`config.mk`:
```
export PLATFORM = sky130hd
export DESIGN_NAME = mfsk_modulator
export DESIGN_NICKNAME = d
export VERILOG_FILES = /design/src/rtl/mfsk_modulator.sv
export SDC_FILE = /design/constraint.sdc
export NUM_CORES = 1
export LEC_CHECK = 0
export CORE_MARGIN = 3
export CORE_UTILIZATION = 57
export CTS_CLUSTER_SIZE = 14
export DETAILED_ROUTE_END_ITERATION = 7
export PLACE_DENSITY = 0.8
export REMOVE_ABC_BUFFERS = 1
export SLEW_MARGIN = 40
export SYNTH_ARGS = -nofsm -noshare
export SYNTH_HDL_FRONTEND = slang
export SYNTH_SLANG_ARGS = --single-unit
```
`constraint.sdc`:
```
create_clock -name clk -period 2.95 [get_ports clk]
set_input_delay 0.7375 -clock clk [delete_from_list [all_inputs] [get_ports clk]]
set_output_delay 0.7375 -clock clk [all_outputs]
set_load 0.05 [all_outputs]
```
`src/rtl/mfsk_modulator.sv`:
```
// mfsk_modulator -- parametrised M-ary FSK modulator.
//
// Accepts WORD_W-bit code words over a valid/ready handshake, splits each
// word into BITS_PER_SYM-bit symbols (MSB first) and emits every symbol for
// SYM_CYCLES clocks as a square wave with half-period
// H(k) = BASE_HALF - k*HALF_STEP clocks, where k is the symbol value.
//
// Optional feature: define MFSK_PREAMBLE_EN to emit PRE_SYMS preamble
// symbols (tone 0 / tone M-1 alternating) after an accept from IDLE.
//
// Ports:
//   clk       in   system clock
//   reset     in   asynchronous, active-low reset
//   in_data   in   code word to transmit
//   in_valid  in   in_data valid
//   in_ready  out  word accepted this cycle when in_valid is also high
//   fsk_out   out  modulated square-wave output
//   busy      out  high whenever not idle
//   tone_idx  out  tone currently being emitted (0 when idle)
module mfsk_modulator #(
  parameter int WORD_W       = 8,
  parameter int BITS_PER_SYM = 2,
  parameter int SYM_CYCLES   = 64,
  parameter int BASE_HALF    = 16,
  parameter int HALF_STEP    = 4,
  parameter int PRE_SYMS     = 4
) (
  input  logic                    clk,
  input  logic                    reset,
  input  logic [WORD_W-1:0]       in_data,
  input  logic                    in_valid,
  output logic                    in_ready,
  output logic                    fsk_out,
  output logic                    busy,
  output logic [BITS_PER_SYM-1:0] tone_idx
);

  localparam int NSYM = WORD_W / BITS_PER_SYM;
  localparam int SC_W = (SYM_CYCLES > 1) ? $clog2(SYM_CYCLES) : 1;
  localparam int HC_W = (BASE_HALF > 1) ? $clog2(BASE_HALF) : 1;
  localparam int WC_W = (NSYM > 0) ? $clog2(NSYM + 1) : 1;

  // Elaboration-time parameter sanity checks.
  if (WORD_W % BITS_PER_SYM != 0) begin : g_chk_word
    $error("WORD_W must be a multiple of BITS_PER_SYM");
  end
  if (BITS_PER_SYM < 1 || BITS_PER_SYM > 3) begin : g_chk_bits
    $error("BITS_PER_SYM must be 1..3");
  end
  if (SYM_CYCLES < 2) begin : g_chk_sym
    $error("SYM_CYCLES must be at least 2");
  end
  if (BASE_HALF - ((1 << BITS_PER_SYM) - 1) * HALF_STEP < 1) begin : g_chk_half
    $error("highest tone half-period must be at least 1");
  end
  if (PRE_SYMS < 1) begin : g_chk_pre
    $error("PRE_SYMS must be at least 1");
  end

`ifdef MFSK_PREAMBLE_EN
  localparam int PRE_W = (PRE_SYMS > 1) ? $clog2(PRE_SYMS) : 1;
  typedef enum logic [1:0] {S_IDLE, S_PRE, S_SEND} state_t;
`else
  typedef enum logic [0:0] {S_IDLE, S_SEND} state_t;
`endif

  state_t            state_q, state_d;
  logic [WORD_W-1:0] shreg_q;
  logic [SC_W-1:0]   sym_cnt_q;
  logic [HC_W-1:0]   half_cnt_q;
  logic [WC_W-1:0]   wsym_q;
  logic              fsk_q;
`ifdef MFSK_PREAMBLE_EN
  logic [PRE_W-1:0]  pre_q;
  logic              pre_last;
`endif

  logic              sym_end;
  logic              word_last;
  logic              accept;
  logic [HC_W-1:0]   half_last;
  logic              half_hit;

  assign sym_end   = (sym_cnt_q == SC_W'(SYM_CYCLES - 1));
  assign word_last = (wsym_q == WC_W'(NSYM - 1));
`ifdef MFSK_PREAMBLE_EN
  assign pre_last  = (pre_q == PRE_W'(PRE_SYMS - 1));
`endif

  // Terminal count of the half-period counter for the tone on air now.
  assign half_last = HC_W'(BASE_HALF - 1 - int'(tone_idx) * HALF_STEP);
  assign half_hit  = (half_cnt_q == half_last);

  assign accept  = in_valid & in_ready;
  assign busy    = (state_q != S_IDLE);
  assign fsk_out = fsk_q;

  always_ff @(posedge clk or negedge reset) begin
    if (!reset) begin
      state_q <= S_IDLE;
    end else begin
      state_q <= state_d;
    end
  end

  always_comb begin
    state_d  = state_q;
    in_ready = 1'b0;
    tone_idx = '0;
    case (state_q)
      S_IDLE: begin
        in_ready = 1'b1;
        if (in_valid) begin
`ifdef MFSK_PREAMBLE_EN
          state_d = S_PRE;
`else
          state_d = S_SEND;
`endif
        end
      end
`ifdef MFSK_PREAMBLE_EN
      S_PRE: begin
        tone_idx = pre_q[0] ? '1 : '0;
        if (sym_end && pre_last) begin
          state_d = S_SEND;
        end
      end
`endif
      S_SEND: begin
        tone_idx = shreg_q[WORD_W-1 -: BITS_PER_SYM];
        // Last cycle of the word doubles as the back-to-back accept slot.
        if (sym_end && word_last) begin
          in_ready = 1'b1;
          if (!in_valid) begin
            state_d = S_IDLE;
          end
        end
      end
      default: state_d = S_IDLE;
    endcase
  end

  always_ff @(posedge clk or negedge reset) begin
    if (!reset) begin
      shreg_q    <= '0;
      sym_cnt_q  <= '0;
      half_cnt_q <= '0;
      wsym_q     <= '0;
      fsk_q      <= 1'b0;
`ifdef MFSK_PREAMBLE_EN
      pre_q      <= '0;
`endif
    end else if (state_q == S_IDLE) begin
      if (accept) begin
        shreg_q    <= in_data;
        sym_cnt_q  <= '0;
        half_cnt_q <= '0;
        wsym_q     <= '0;
        fsk_q      <= 1'b1;
`ifdef MFSK_PREAMBLE_EN
        pre_q      <= '0;
`endif
      end
    end else begin
      // Half-period counter restarts on a toggle and on every symbol
      // boundary; the output level itself is carried across boundaries.
      if (half_hit || sym_end) begin
        half_cnt_q <= '0;
      end else begin
        half_cnt_q <= half_cnt_q + 1'b1;
      end
      if (half_hit) begin
        fsk_q <= ~fsk_q;
      end

      if (sym_end) begin
        sym_cnt_q <= '0;
      end else begin
        sym_cnt_q <= sym_cnt_q + 1'b1;
      end

      if (sym_end) begin
        if (state_q == S_SEND) begin
          if (!word_last) begin
            shreg_q <= shreg_q << BITS_PER_SYM;
            wsym_q  <= wsym_q + 1'b1;
          end else begin
            wsym_q <= '0;
            if (accept) begin
              shreg_q <= in_data;
            end else begin
              fsk_q <= 1'b0;
            end
          end
        end
`ifdef MFSK_PREAMBLE_EN
        if (state_q == S_PRE) begin
          pre_q <= pre_last ? '0 : pre_q + 1'b1;
        end
`endif
      end
    end
  end

endmodule

```
Word level (Yosys, flattened, before mapping)
Index checks and enable logic that the tools add are counted.
- add/subtract/negate cells: 4
- eq/ne operators: 4
- bitwise gates (word level): 3
- muxes and demuxes: 26
- reductions and logical operators: 4
- operators with widths (kind ; number):
    two-way mux 8 bit ; 4
    two-way mux 6 bit ; 3
    two-way mux 3 bit ; 4
    two-way mux 4 bit ; 3
    two-way mux 1 bit ; 9
    adder 6 x 1 -> 6 bit (second input constant) ; 1
    == test 6 bit (second input constant) ; 1
    adder 4 x 1 -> 4 bit (second input constant) ; 1
    == test 4 bit ; 1
    one-hot mux 1 bit (2 select lines) ; 2
    subtractor 4 bit (first input constant) ; 1
    adder 3 x 1 -> 3 bit (second input constant) ; 1
    == test 3 x 2 -> 1 bit (second input constant) ; 1
    two-way mux 2 bit ; 1
    != test 2 x 1 -> 1 bit (second input constant) ; 1
    NOT 1 bit ; 2
    AND reduction 2 bit ; 1
    nonzero test 2 bit ; 1
    bitwise AND 1 bit ; 1
    logical AND 1 bit ; 1
    logical OR 1 bit ; 1
- register bits after elaboration: 23
- output and inout port bits: 5

Longest topological paths before layout
- depth after elaboration: 9
- mapped depth: 6
- gate-level depth less buffers: 5

Least setup slack after synthesis
Ideal clock, no wire load.
- path type: register -> output
- start: reg sym_cnt_q[0]
- end: out in_ready
- required time: 2.213 ns
- arrival: 1.812 ns
- setup slack: 0.401 ns
- cell stages (with the launch flop): 5
- path buffers: 0
- cell sequence: dfrtp_1 ha_1 nand3_4 or2_4 o21ai_1
- cells in the longest elaborated chain, start to end: 4
- RTL lines (what ; line ; RTL):
    from (decl) ; 69 ; logic [SC_W-1:0] sym_cnt_q;
    from (signal assigned) ; 179 ; sym_cnt_q <= sym_cnt_q + 1'b1;
    == test 6 bit ; 84 ; assign sym_end = (sym_cnt_q == SC_W'(SYM_CYCLES - 1));
    logical AND 1 bit ; 132 ; if (sym_end && word_last) begin
    two-way mux 1 bit ; 132 ;
    one-hot mux 1 bit (2 select lines) ; 110 ; case (state_q)
    to (decl) ; 32 ; output logic in_ready,
No other way between the ends.

Final worst setup path
Ends and elaborated chain as after synthesis.

==> flow_metrics.tcl <==
set metrics [dict create \
    insertion_delay_ns 0.31 \
    yosysMostFrequentCell "dfrtp_1" \
    synth_compound_gate_area_share_pct 24.5 \
    coreArea_mm2 0.00182 \
    critPathRequiredTime_ns 2.21 \
    grt_pass1_vias 964 \
    path_class "flip-flop to output port" \
    drive_gt1_share_pct 9.16 \
    grt_usage_pct 21.9 \
    multiInputGateArea_um2 523 \
    viasPerCell 6.08 \
    die_w_um 50.9 \
    ys_warn_count 0 \
    crit_path_max_fanout 7 \
    cts_resized 0 \
    ys_top_cells_by_area "dfrtp_1, o22ai_1, a21oi_1" \
    synth-edff-count 0 \
    grt_max_degree 24 \
    swShare_pct 21.6 \
    row_count 15 \
    switchingPower_uw 105 \
    cts_setup_buffers 0 \
    intPower_uw 381 \
    synth_top_family_by_area "compound AO/OA/AOI/OAI gates" \
    ys_ff_latch 23 \
    wire_per_inst_um 15.1 \
    place_hpwl_mm 1.75 \
    p_seq_share_pct 64.9 \
    p_per_area_mw_per_mm2 356 \
    synthArstFlopShare_pct 100 \
    max_freq_ghz 0.365 \
    yosys-top-cells-count "dfrtp_1, nand2_1, inv_1" \
    cts_made_buffers 3 \
    postSynthCellCount 114 \
    cts.sinks 23 \
    drt_iter0_markers 21 \
    gr-total-overflow 0 \
    clockBufferDepth 2 \
    synth_top_area_share_pct 50.2 \
    start_util_pct 63.0 \
    ff2ff_setup_slack_ns 1.09 \
    placed_cells 152 \
    routabilityCongestion 0.858 \
    status "finished clean" \
    vias 949 \
    diodes 0 \
    clk_pin_slew_ns 0.12 \
    slew_viol_final 0 \
    worstPathArrival_ns 2.00 \
    synthXorXnorAreaFrac_pct 3.05 \
    critPathLaunchType "flip-flop" \
    hold_violations 0 \
    num_io_pins 16 \
    synthToLayoutAreaGrowth_pct 19.0 \
    instances_no_fill 156 \
    synth.yosys.seq_area_share_pct 50.2 \
    synth-simple-area-share_pct 14.7 \
    io_buffers 15 \
    root_buffer "clkbuf_4" \
    synth_top_cell_by_area "dfrtp_1" \
    end_kind "output port" \
    slew_headroom_pct 66.3 \
    die_area_mm2 0.00259 \
    synthAdderAreaFrac_pct 3.27 \
    syn_area_mm2 0.00115 \
    ys_types 37 \
    fill_cells 149 \
    skew_ns 0.00467 \
    seqCellArea_um2 576 \
    die_h_um 50.9 \
    synthFlopType "dfrtp_1" \
    h-tree-depth 1 \
    nets 146 \
    worst_slew_pin_slew_ns 0.504 \
    total_leakage_power_uw 0.000558 \
    holdCritPathClass "flip-flop to flip-flop" \
    design_area_mm2 0.00137 \
    total_power_uw 486 \
    p_comb_share_pct 4.8 \
    clkPwrFrac_pct 30.4 \
    hold_slack_ns 0.495 \
    synth_mux_area_share_pct 0 \
    wl_mm 2.35 \
    grt_antenna_before_repair 0 \
    dr.pass1.iters 4 \
    postRouteAntennaNets 0 \
    ctsHoldBuffers 0 \
    grt_pass1_wl_mm 4.21 \
    grt_setup_unrepaired "false" \
    syn_area_per_cell_um2 10.1 \
    finalCritPeriodShare_pct 92.9 \
    finalSetupViolCount 0 \
    setup_tns_ns 0 \
    min_period_ns 2.74 \
    drc 0 \
    max-cap-violations 0 \
    cts_tree "yes" \
    placed_area_mm2 0.00134 \
    irDropWorstVdd_mv 0.395 \
]
==> worst paths after layout <==
check	from	endpoint	cells after the start
max in group asynchronous	reset	wsym_q[2]$_DFFE_PN0P_	2
max reg2reg	sym_cnt_q[0]$_DFFE_PN0P_	shreg_q[1]$_DFFE_PN0P_	5
min	sym_cnt_q[5]$_DFFE_PN0P_	sym_cnt_q[5]$_DFFE_PN0P_	1
max	sym_cnt_q[0]$_DFFE_PN0P_	in_ready	5
min in group asynchronous	reset	half_cnt_q[3]$_DFFE_PN0P_	2
min reg2reg	sym_cnt_q[5]$_DFFE_PN0P_	sym_cnt_q[5]$_DFFE_PN0P_	1
==> worst max-delay path, cell delays in order (launching register included) <==
cell,delay [ns]
dfrtp_1,0.41
ha_1,0.28
nand3_4,0.15
or2_4,0.30
o21ai_1,0.37
buf_12,0.19
==> power groups by stage <==
stage,clock (uW),sequential [uW],combinational (uW)
after detailed placement,0,321,23.4
after global routing,165,315,25.0
after global placement,0,321,22.8
final,147,315,23.1
after floorplan,0,321,0.841
after CTS,151,315,23.6
==> final cells by class <==
type                    instances  share of cell area, %
inverters                       9                   2.47
well taps                      25                   2.29
clock buffers                   4                   1.92
multi-input cells              78                   38.3
flip-flops and latches         23                   42.2
repair buffers                 17                   12.8
==> metal layers <==
| metal | global-route usage, % | part of all wire, % | up-vias |
|---|---|---|---|
| li1 | - | - | 463 |
| met4 | 9.42 | 2.0 | 0 |
| met1 | 26.5 | 44 | 459 |
| met2 | 38.3 | 50 | 22 |
| met3 | 3.79 | 4.1 | 5 |
| met5 | 0 | 0 | - |
==> per-stage QoR <==
stage	util (%)	setup slack, ns
6_report	75.0	0.209
5_1_grt	75.0	0.0936
4_1_cts	75.0	0.212
3_5_place_dp	73.5	0.594
3_3_place_gp	73.5	0.633
2_1_floorplan	-	0.401
==> cell families after synthesis <==
kind of cell | count (synthesis)
AO/OA/AOI/OAI | 41
AND/OR/NAND/NOR | 30
flip-flops | 23
buffers and inverters | 13
XOR/XNOR | 4
adder cells (fa/ha/maj) | 3
==> placed cells by master (no fill, tap or decap), types with 2 or more instances in the layout <==
| cell type | n |
|---|---|
| ha_1 | 3 |
| a32o_1 | 3 |
| and3_1 | 2 |
| nand2_1 | 10 |
| xor2_1 | 4 |
| inv_1 | 9 |
| buf_4 | 2 |
| nor2_1 | 6 |
| a21oi_1 | 8 |
| clkdlybuf4s50_1 | 14 |
| clkbuf_4 | 3 |
| a22o_1 | 2 |
| o21ai_0 | 6 |
| a31oi_1 | 3 |
| dfrtp_1 | 23 |
| o22ai_1 | 8 |
==> state kept, by name (all words and copies together) (netlist names) <==
register / cells
shreg_q: 8
sym_cnt_q: 6
half_cnt_q: 4
wsym_q: 3
busy: 1
fsk_out: 1
Note: power is estimated with default switching activity, not from simulation.
